<file path="config.mk">
export PLATFORM = sky130hd
export DESIGN_NAME = operand_sequencer_flat
export DESIGN_NICKNAME = d
export VERILOG_FILES = /design/src/rtl/operand_sequencer_pkg.sv /design/src/rtl/operand_sequencer_if.sv /design/src/rtl/operand_sequencer_button_edge.sv /design/src/rtl/operand_sequencer.sv /design/src/flat_wrapper.sv
export SDC_FILE = /design/constraint.sdc
export NUM_CORES = 1
export LEC_CHECK = 0
export BUFFER_PORTS_ARGS = -buffer_cell sky130_fd_sc_hd__buf_2
export CORE_ASPECT_RATIO = 0.6
export CORE_MARGIN = 4
export CORE_UTILIZATION = 45
export CTS_CLUSTER_SIZE = 10
export DETAILED_ROUTE_END_ITERATION = 12
export PLACE_DENSITY = 0.74
export SYNTH_ARGS = -nofsm -noshare
export SYNTH_HDL_FRONTEND = slang
export SYNTH_SLANG_ARGS = --single-unit
</file>
<file path="constraint.sdc">
create_clock -name clk -period 2.8 [get_ports clk]
set_input_delay 0.84 -clock clk [delete_from_list [all_inputs] [get_ports clk]]
set_output_delay 0.84 -clock clk [all_outputs]
set_load 0.005 [all_outputs]
</file>
<file path="src/rtl/operand_sequencer_pkg.sv">
// Shared calculator definitions used by the operand sequencer and the ALU.
// Holds the sequencer stage enum, the op-code encodings, the RGB error codes
// and the decode from a stage to its one-hot stage indicator.
package operand_sequencer_pkg;

  typedef enum logic [2:0] {
    S_A    = 3'd0,
    S_B    = 3'd1,
    S_OP   = 3'd2,
    S_CALC = 3'd3,
    S_SHOW = 3'd4
  } state_e;

  localparam logic [1:0] OP_ADD = 2'd0;
  localparam logic [1:0] OP_SUB = 2'd1;
  localparam logic [1:0] OP_AND = 2'd2;
  localparam logic [1:0] OP_OR  = 2'd3;

  localparam logic [2:0] ERR_NONE     = 3'b000;
  localparam logic [2:0] ERR_OVERFLOW = 3'b001;
  localparam logic [2:0] ERR_CARRY    = 3'b010;
  localparam logic [2:0] ERR_BAD_OP   = 3'b100;

  // Both calculation stages light all three LEDs so the user sees "busy/result".
  function automatic logic [2:0] stage_leds(input state_e s);
    case (s)
      S_A:     stage_leds = 3'b001;
      S_B:     stage_leds = 3'b010;
      S_OP:    stage_leds = 3'b100;
      default: stage_leds = 3'b111;
    endcase
  endfunction

endpackage

</file>
<file path="src/rtl/operand_sequencer_if.sv">
// Bus between the operand sequencer, its switch/button front end and the ALU.
// Signals:
//   data_in    switch value (synchronized)       enter/undo  debounced button levels
//   result_in  ALU combinational result          error_in    ALU error code
//   A/B/OP     registered operands and op-code   disp_value  7-segment value
//   state_leds one-hot stage indicator           error_out   latched error code
//   done       latched result on display
// Modports: master drives the inputs (front end + ALU), slave is the sequencer.
interface operand_sequencer_if #(
  parameter int WIDTH = 16
);
  logic [WIDTH-1:0] data_in;
  logic             enter;
  logic             undo;
  logic [WIDTH-1:0] result_in;
  logic [2:0]       error_in;
  logic [WIDTH-1:0] A;
  logic [WIDTH-1:0] B;
  logic [WIDTH-1:0] OP;
  logic [WIDTH-1:0] disp_value;
  logic [2:0]       state_leds;
  logic [2:0]       error_out;
  logic             done;

  modport master (
    output data_in, enter, undo, result_in, error_in,
    input  A, B, OP, disp_value, state_leds, error_out, done
  );

  modport slave (
    input  data_in, enter, undo, result_in, error_in,
    output A, B, OP, disp_value, state_leds, error_out, done
  );
endinterface

</file>
<file path="src/rtl/operand_sequencer_button_edge.sv">
// Rising-edge detector for one debounced button level.
// Ports:
//   clk, reset  system clock, asynchronous active-high reset
//   btn_i       debounced button level
//   press_o     registered one-cycle pulse per rising edge of btn_i
// A level that is already high when reset releases is not a press: the arm
// flag holds off detection for the first cycle while the level copy fills.
module button_edge (
  input  logic clk,
  input  logic reset,
  input  logic btn_i,
  output logic press_o
);
  logic armed_q;
  logic btn_q;
  logic press_q;
  logic press_d;

  assign press_d = armed_q & btn_i & ~btn_q;

  always_ff @(posedge clk or posedge reset) begin
    if (reset) begin
      armed_q <= 1'b0;
      btn_q   <= 1'b0;
      press_q <= 1'b0;
    end else begin
      armed_q <= 1'b1;
      btn_q   <= btn_i;
      press_q <= press_d;
    end
  end

  assign press_o = press_q;
endmodule

</file>
<file path="src/rtl/operand_sequencer.sv">
// Calculator operand sequencer: walks the user through entering A, B and an
// op-code, hands them to the ALU, then latches and shows the result.
// Ports:
//   clk    system clock (rising edge)
//   reset  asynchronous active-high reset
//   bus    operand_sequencer_if slave modport (buttons, switches, ALU link,
//          display and LED outputs)
module operand_sequencer
  import operand_sequencer_pkg::*;
#(
  parameter int WIDTH = 16
) (
  input  logic                clk,
  input  logic                reset,
  operand_sequencer_if.slave  bus
);

  state_e           state_q, state_d;
  logic [WIDTH-1:0] a_q, b_q, op_q, res_q;
  logic [2:0]       err_q;

  logic enter_press;
  logic undo_press;

  logic load_a, load_b, load_op, load_res, clear_all, clear_err;

  button_edge u_enter_edge (
    .clk     (clk),
    .reset   (reset),
    .btn_i   (bus.enter),
    .press_o (enter_press)
  );

  button_edge u_undo_edge (
    .clk     (clk),
    .reset   (reset),
    .btn_i   (bus.undo),
    .press_o (undo_press)
  );

  always_ff @(posedge clk or posedge reset) begin
    if (reset) begin
      state_q <= S_A;
    end else begin
      state_q <= state_d;
    end
  end

  // Undo takes priority over enter in every stage; in S_A the collision is
  // simply dropped. S_CALC ignores both buttons and always advances.
  always_comb begin
    state_d   = state_q;
    load_a    = 1'b0;
    load_b    = 1'b0;
    load_op   = 1'b0;
    load_res  = 1'b0;
    clear_all = 1'b0;
    clear_err = 1'b0;

    case (state_q)
      S_A: begin
        if (enter_press && !undo_press) begin
          load_a  = 1'b1;
          state_d = S_B;
        end
      end
      S_B: begin
        if (undo_press) begin
          state_d = S_A;
        end else if (enter_press) begin
          load_b  = 1'b1;
          state_d = S_OP;
        end
      end
      S_OP: begin
        if (undo_press) begin
          state_d = S_B;
        end else if (enter_press) begin
          load_op = 1'b1;
          state_d = S_CALC;
        end
      end
      S_CALC: begin
        load_res = 1'b1;
        state_d  = S_SHOW;
      end
      S_SHOW: begin
        if (undo_press) begin
          clear_err = 1'b1;
          state_d   = S_OP;
        end else if (enter_press) begin
          clear_all = 1'b1;
          state_d   = S_A;
        end
      end
      default: begin
        state_d = S_A;
      end
    endcase

    bus.state_leds = stage_leds(state_q);
    bus.done       = (state_q == S_SHOW);
    if (state_q == S_CALC || state_q == S_SHOW) begin
      bus.disp_value = res_q;
    end else begin
      bus.disp_value = bus.data_in;
    end
  end

  always_ff @(posedge clk or posedge reset) begin
    if (reset) begin
      a_q   <= '0;
      b_q   <= '0;
      op_q  <= '0;
      res_q <= '0;
      err_q <= ERR_NONE;
    end else if (clear_all) begin
      a_q   <= '0;
      b_q   <= '0;
      op_q  <= '0;
      res_q <= '0;
      err_q <= ERR_NONE;
    end else begin
      if (load_a) begin
        a_q <= bus.data_in;
      end
      if (load_b) begin
        b_q <= bus.data_in;
      end
      // Only the two op-code bits are meaningful; upper switches are dropped.
      if (load_op) begin
        op_q <= {{(WIDTH-2){1'b0}}, bus.data_in[1:0]};
      end
      if (load_res) begin
        res_q <= bus.result_in;
        err_q <= bus.error_in;
      end else if (clear_err) begin
        err_q <= ERR_NONE;
      end
    end
  end

  assign bus.A         = a_q;
  assign bus.B         = b_q;
  assign bus.OP        = op_q;
  assign bus.error_out = err_q;

endmodule

</file>
<file path="src/flat_wrapper.sv">
// flat-port wrapper written by rule: the top's interface ports become plain ports
module operand_sequencer_flat import operand_sequencer_pkg::*;
#(
  parameter int WIDTH = 16
)
  (clk, reset, bus_data_in, bus_enter, bus_undo, bus_result_in, bus_error_in, bus_A, bus_B, bus_OP, bus_disp_value, bus_state_leds, bus_error_out, bus_done);
  operand_sequencer_if #(.WIDTH(WIDTH)) bus_i ();
  input  logic clk;
  input  logic reset;
  input wire logic [$bits(bus_i.data_in)-1:0] bus_data_in;
  input wire logic [$bits(bus_i.enter)-1:0] bus_enter;
  input wire logic [$bits(bus_i.undo)-1:0] bus_undo;
  input wire logic [$bits(bus_i.result_in)-1:0] bus_result_in;
  input wire logic [$bits(bus_i.error_in)-1:0] bus_error_in;
  output wire logic [$bits(bus_i.A)-1:0] bus_A;
  output wire logic [$bits(bus_i.B)-1:0] bus_B;
  output wire logic [$bits(bus_i.OP)-1:0] bus_OP;
  output wire logic [$bits(bus_i.disp_value)-1:0] bus_disp_value;
  output wire logic [$bits(bus_i.state_leds)-1:0] bus_state_leds;
  output wire logic [$bits(bus_i.error_out)-1:0] bus_error_out;
  output wire logic [$bits(bus_i.done)-1:0] bus_done;
  assign bus_i.data_in = bus_data_in;
  assign bus_i.enter = bus_enter;
  assign bus_i.undo = bus_undo;
  assign bus_i.result_in = bus_result_in;
  assign bus_i.error_in = bus_error_in;
  assign bus_A = bus_i.A;
  assign bus_B = bus_i.B;
  assign bus_OP = bus_i.OP;
  assign bus_disp_value = bus_i.disp_value;
  assign bus_state_leds = bus_i.state_leds;
  assign bus_error_out = bus_i.error_out;
  assign bus_done = bus_i.done;
  operand_sequencer #(.WIDTH(WIDTH)) u_core (.clk(clk), .reset(reset), .bus(bus_i));
endmodule
</file>
==> impl_metrics.yaml, run 1 <==
status:
  status: "completed"
global_route:
  grtUsageTotal_pct: 19.3
  grt_pass1_wl_um: 11700
  grt_max_degree: 38
  grt-ovfl-total: 0
  grt_antenna_before_repair: 0
  grt_pass1_vias: 2208
cts:
  cts_sinks: 61
  cts_tree: "built"
  root_buffer: "clkbuf_8"
  cts_made_buffers: 9
  clkTransAtPathRegs_ps: 60
  htree_levels: 3
  clkLatencyLatePin_ps: 340
  clockBufferDepth: 2
  postCtsHoldBufs: 0
synth:
  synth_area_leader_cell: "dfrtp_1"
  yosysWarnings: 0
  synth.area.top_cells: "dfrtp_1 53%, nand2_1 7.3%, mux2_4 5.2%, a22o_1 5.2%, buf_4 4.4%"
  synth_ff_type: "dfrtp_1"
  synth.distinct_cells: 34
  ys_seq_elements: 61
  synth.most_common_cell: "dfrtp_1"
  avgSynthCellArea_um2: 10.5
  synth_top_area_share_pct: 52.8
  netlist_instances: 275
  synthArstFlopShare_pct: 100
  synth_area_um2: 2890
  synth_edf_count: 0
  seq_area_frac_synth_pct: 52.8
  synth_commonest_cells: "61 x dfrtp_1, 56 x nand2_1, 19 x a21oi_1"
sta:
  post-route-period-util_pct: 95.7
  slew_headroom_pct: 35.8
  hold_viol_final: 0
  slew_violations: 0
  min_period_ps: 2680
  worst_pin_slew_ps: 962
  fin_tns_setup_ps: 0
  fin_worst_skew_ps: 5.93
  rsz0062_at_grt: "false"
  timing.fmax_ghz: 0.373
  setup_viol: 0
  whs_ps: 396
placed_design:
  port-buffer-count: 95
  routabilityCongestion: 0.862
  hpwl_um: 5410
worst_setup_path:
  crit_type: "flop to primary output"
  crit_fanout: 12
  max_stage_delay_ps: 490
  path_cells: "and3b_4, nor2_4, buf_4, mux2_2, buf_2"
  cp_num_buf_inv: 2
  cp_top_family: "flip-flops"
  cp.required_ps: 1960
  slowest_stage: "dfrtp_2"
  regToRegStartpoint: "u_core.state_q[0]"
  r2r_slack_ps: 710
  worst_setup_path_start_kind: "flop"
  cp-end-kind: "primary output"
  crit_start: "u_core.state_q[1]"
  cp.arrival_ps: 1840
drt:
  ant_nets: 0
  wirelength_um: 7220
  route.detailed.drc: 0
  drt_iter0_markers: 82
  vias: 2267
  routedWlPerCell_um: 15.6
  dr.pass1.iters: 4
  viasPerCell: 4.91
floorplan:
  fp.coreArea_um2: 6170
  fp.dieW_um: 111
  die_area_um2: 7810
  rows: 22
  ios: 110
  die_h_um: 70.1
  start_util_pct: 46.9
worst_hold_path:
  hold_class: "flop to flop"
  min-delay-start: "u_core.u_undo_edge.btn_q"
job:
  maxCapViolations: 0
layout:
  diodes: 0
  n_fill_cell: 580
  areaGrowthSynthToFinish_pct: 26.4
  drive_gt1_share_pct: 38.9
  final_nets: 412
power:
  ir_drop_uv: 407
  leakage_nw: 1.93
  p_per_area_nw_per_um2: 1050
cells by family after synthesis:
group | count (synthesis) | synth area share, %
simple gates | 93 | 16.7
compound gates | 61 | 13.3
buf+inv | 39 | 8.40
flops | 61 | 52.8
xor+xnor | 2 | 0.606
other cells | 2 | 0.260
mux | 17 | 7.92
final timing paths:
path,endpoint,cells past startpoint
hold reg to reg,u_core.u_undo_edge.press_o,1
setup / recovery,bus_disp_value[13],5
setup reg to reg,u_core.bus.A[7],4
hold / removal,u_core.u_undo_edge.press_o,1
max in group asynchronous,u_core.res_q[2],3
min in group asynchronous,u_core.bus.B[0],2
report_power, final:
| part | internal, mW | total [mW] | switching [mW] |
|---|---|---|---|
| Sequential | 1.28 | 1.55 | 0.266 |
| Clock | 0.615 | 0.953 | 0.338 |
| Combinational | 0.719 | 1.32 | 0.604 |
layout by cell type, fill, tap and decap left out, types with 3 or more instances in the layout:
cell        n
clkbuf_8   10
nand2b_1   17
bufinv_16   3
mux2_2      7
o31ai_1     3
a21oi_1    19
dfrtp_1    59
buf_2      95
nor2_1      4
conb_1     15
inv_1       6
a22o_1     17
o21ai_1    18
nand2_1    56
buf_4       9
mux2_4     10
registers in the layout (all words and copies together) (netlist names):
register and cells:
u_core.u_enter_edge.armed_q 1, u_core.bus.OP 2, u_core.u_undo_edge.press_o 1, u_core.res_q 16, u_core.u_enter_edge.press_o 1, u_core.bus.error_out 3
u_core.u_undo_edge.btn_q 1, u_core.bus.B 16, u_core.u_enter_edge.btn_q 1, u_core.bus.A 16, u_core.state_q 3
layer usage:
metal	GRT usage [%]	part of all wire, %	vias to the layer above	wire length [µm]
li1	-	-	1090	-
met1	28.5	49	1078	3550
met2	25.7	42	89	3010
met3	7.10	8.2	10	594
met4	7.02	0.98	0	71
met5	0	0	-	0
cell type report:
class	instances	area, µm²	area share (%)
flip-flops and latches	61	1530	41.8
clock buffers	12	145	3.97
inverters	7	26.3	0.719
repair buffers	106	583	16.0
multi-input cells	188	1170	32.0
well taps	84	105	2.88
clock inverters	4	95.1	2.60
metrics by stage:
step	cells	utilization, %	setup WS (ps)	instance area, µm²	power, mW
CTS	455	58.4	21.3	3600	3.80
detailed placement	439	54.5	316	3360	2.84
floorplan	288	-	447	2940	2.29
finish	462	59.3	121	3650	3.82
global route	462	59.3	35.8	3650	4.10
global placement	439	54.5	364	3360	2.80
timing repair:
action | in CTS | in global routing
resized for setup | 2 | 0
pin swaps | 0 | 2
setup endpoints to repair | 10 | 10
setup buffers | 0 | 7
Power figures use the tool's default switching activity.
==> run 2: changes to the inputs <==
BUFFER_PORTS_ARGS = -buffer_cell sky130_fd_sc_hd__buf_4   (was -buffer_cell sky130_fd_sc_hd__buf_2)
==> run 2 against run 1 <==
  * Clock-buffer cell count unchanged
  * Sequential share of layout area decreased by 2.1 points
  * Die area stayed put
  * Final area rose by 5.3%
  * Wire length grew 5.4%
  * Largest power group unchanged
  * Highest routed layer unchanged
==> impl_metrics.yaml, run 2 (synthesis results as in run 1) <==
status:
  status: "completed"
drt:
  dr.pass1.iters: 4
  route.detailed.drc: 0
  routedWlPerCell_um: 16.5
  drt_iter0_markers: 106
  vias: 2255
  viasPerCell: 4.90
  ant_nets: 0
  wirelength_um: 7610
sta:
  post-route-period-util_pct: 96.6
  slew_violations: 0
  fin_worst_skew_ps: 5.93
  slew_headroom_pct: 40.4
  timing.fmax_ghz: 0.370
  setup_viol: 0
  fin_tns_setup_ps: 0
  rsz0062_at_grt: "false"
  hold_viol_final: 0
  min_period_ps: 2700
  worst_pin_slew_ps: 895
cts:
  cts_tree: "built"
  clkTransAtPathRegs_ps: 70
  htree_levels: 3
  cts_sinks: 61
  clockBufferDepth: 2
  cts_made_buffers: 9
  clkLatencyLatePin_ps: 340
  root_buffer: "clkbuf_8"
layout:
  areaGrowthSynthToFinish_pct: 33.2
  final_cell_mix: "103 x buf_4, 59 x dfrtp_1, 56 x nand2_1, 19 x a21oi_1, 18 x o21ai_1"
  drive_gt1_share_pct: 38.8
  final_nets: 410
  diodes: 0
  layout.cells.non_filler: 460
  final_common_cell: "buf_4"
power:
  ir_drop_uv: 403
  totalPowerFinal_mw: 3.95
  p_per_area_nw_per_um2: 1030
  leakage_nw: 1.98
global_route:
  grt-ovfl-total: 0
  grt_pass1_vias: 2146
  grt_antenna_before_repair: 0
  grt_pass1_wl_um: 12100
  grt_max_degree: 40
  grtUsageTotal_pct: 19.6
floorplan:
  fp.dieW_um: 111
  die_area_um2: 7810
  fp.coreArea_um2: 6170
  die_h_um: 70.1
  start_util_pct: 46.9
  ios: 110
  rows: 22
worst_setup_path:
  crit_type: "flop to primary output"
  cp.arrival_ps: 1860
  worst_setup_path_start_kind: "flop"
  cp-end-kind: "primary output"
  cp.required_ps: 1960
  crit_fanout: 8
worst_hold_path:
  hold_class: "flop to flop"
placed_design:
  dp_cells: 440
  routabilityCongestion: 0.861
  port-buffer-count: 95
  hpwl_um: 5570
job:
  maxCapViolations: 0
[run 2: cell types whose count changed in the layout (fill, tap and decap cells not counted)]
cell | before | now
buf_2 | 95 | 0
buf_4 | 9 | 103
buf_12 | 2 | 1
bufinv_16 | 3 | 2
clkbuf_1 | 2 | 1
clkbuf_8 | 10 | 11
clkinv_2 | 1 | 2
[run 2: final timing paths]
path,end,start,slack (ps),cells past startpoint
setup / recovery,bus_disp_value[5],u_core.state_q[1],100,5
hold / removal,u_core.u_undo_edge.press_o,u_core.u_undo_edge.btn_q,390,1
setup reg to reg,u_core.bus.A[8],u_core.state_q[0],760,4
hold reg to reg,u_core.u_undo_edge.press_o,u_core.u_undo_edge.btn_q,390,1
max in group asynchronous,u_core.state_q[0],reset,1660,3
min in group asynchronous,u_core.bus.B[9],reset,540,2
[run 2: per-stage QoR]
step | setup WS (ps) | cell area (µm²) | hold WS (ps) | utilization [%]
after floorplan | 447 | 2940 | 377 | -
final | 96.0 | 3850 | 394 | 62.4
after global routing | 6.29 | 3850 | 424 | 62.4
after global placement | 396 | 3590 | 381 | 58.2
after detailed placement | 330 | 3590 | 382 | 58.2
after CTS | 34.4 | 3820 | 394 | 61.9
[run 2: layout make-up]
cell class,count,area [µm²]
timing repair buffer,104,793
clock buffer,12,155
sequential,61,1530
fill,543,2320
clock inverter,4,70.1
inverter,7,26.3
tap,84,105
multi-input combinational,188,1170
[run 2: power breakdown]
group / total, mW / switching [mW] / internal [mW]
clock: 0.887 / 0.339 / 0.547
combinational: 1.51 / 0.620 / 0.889
sequential: 1.56 / 0.272 / 1.28
total: 3.95 / 1.23 / 2.72
[run 2: layer usage]
metal | part of all wire [%] | vias to the layer above | GRT usage, %
met5 | 0 | - | 0
met4 | 1.4 | 0 | 6.61
met3 | 7.2 | 14 | 7.97
met2 | 41 | 83 | 25.7
met1 | 50 | 1072 | 29.0
li1 | - | 1086 | -
[run 2: worst max-delay path: stages, from the launching register on]
cell and delay [ps]:
dfrtp_2 470, nor3b_4 340, nor2_4 70, buf_4 190
mux2_4 310, buf_4 140
[run 2: timing repair]
item,CTS,global route
endpoints found under the setup margin,15,15
pin swaps,1,0
hold buffers,0,0
buffers inserted,0,4
gates resized for setup,2,0
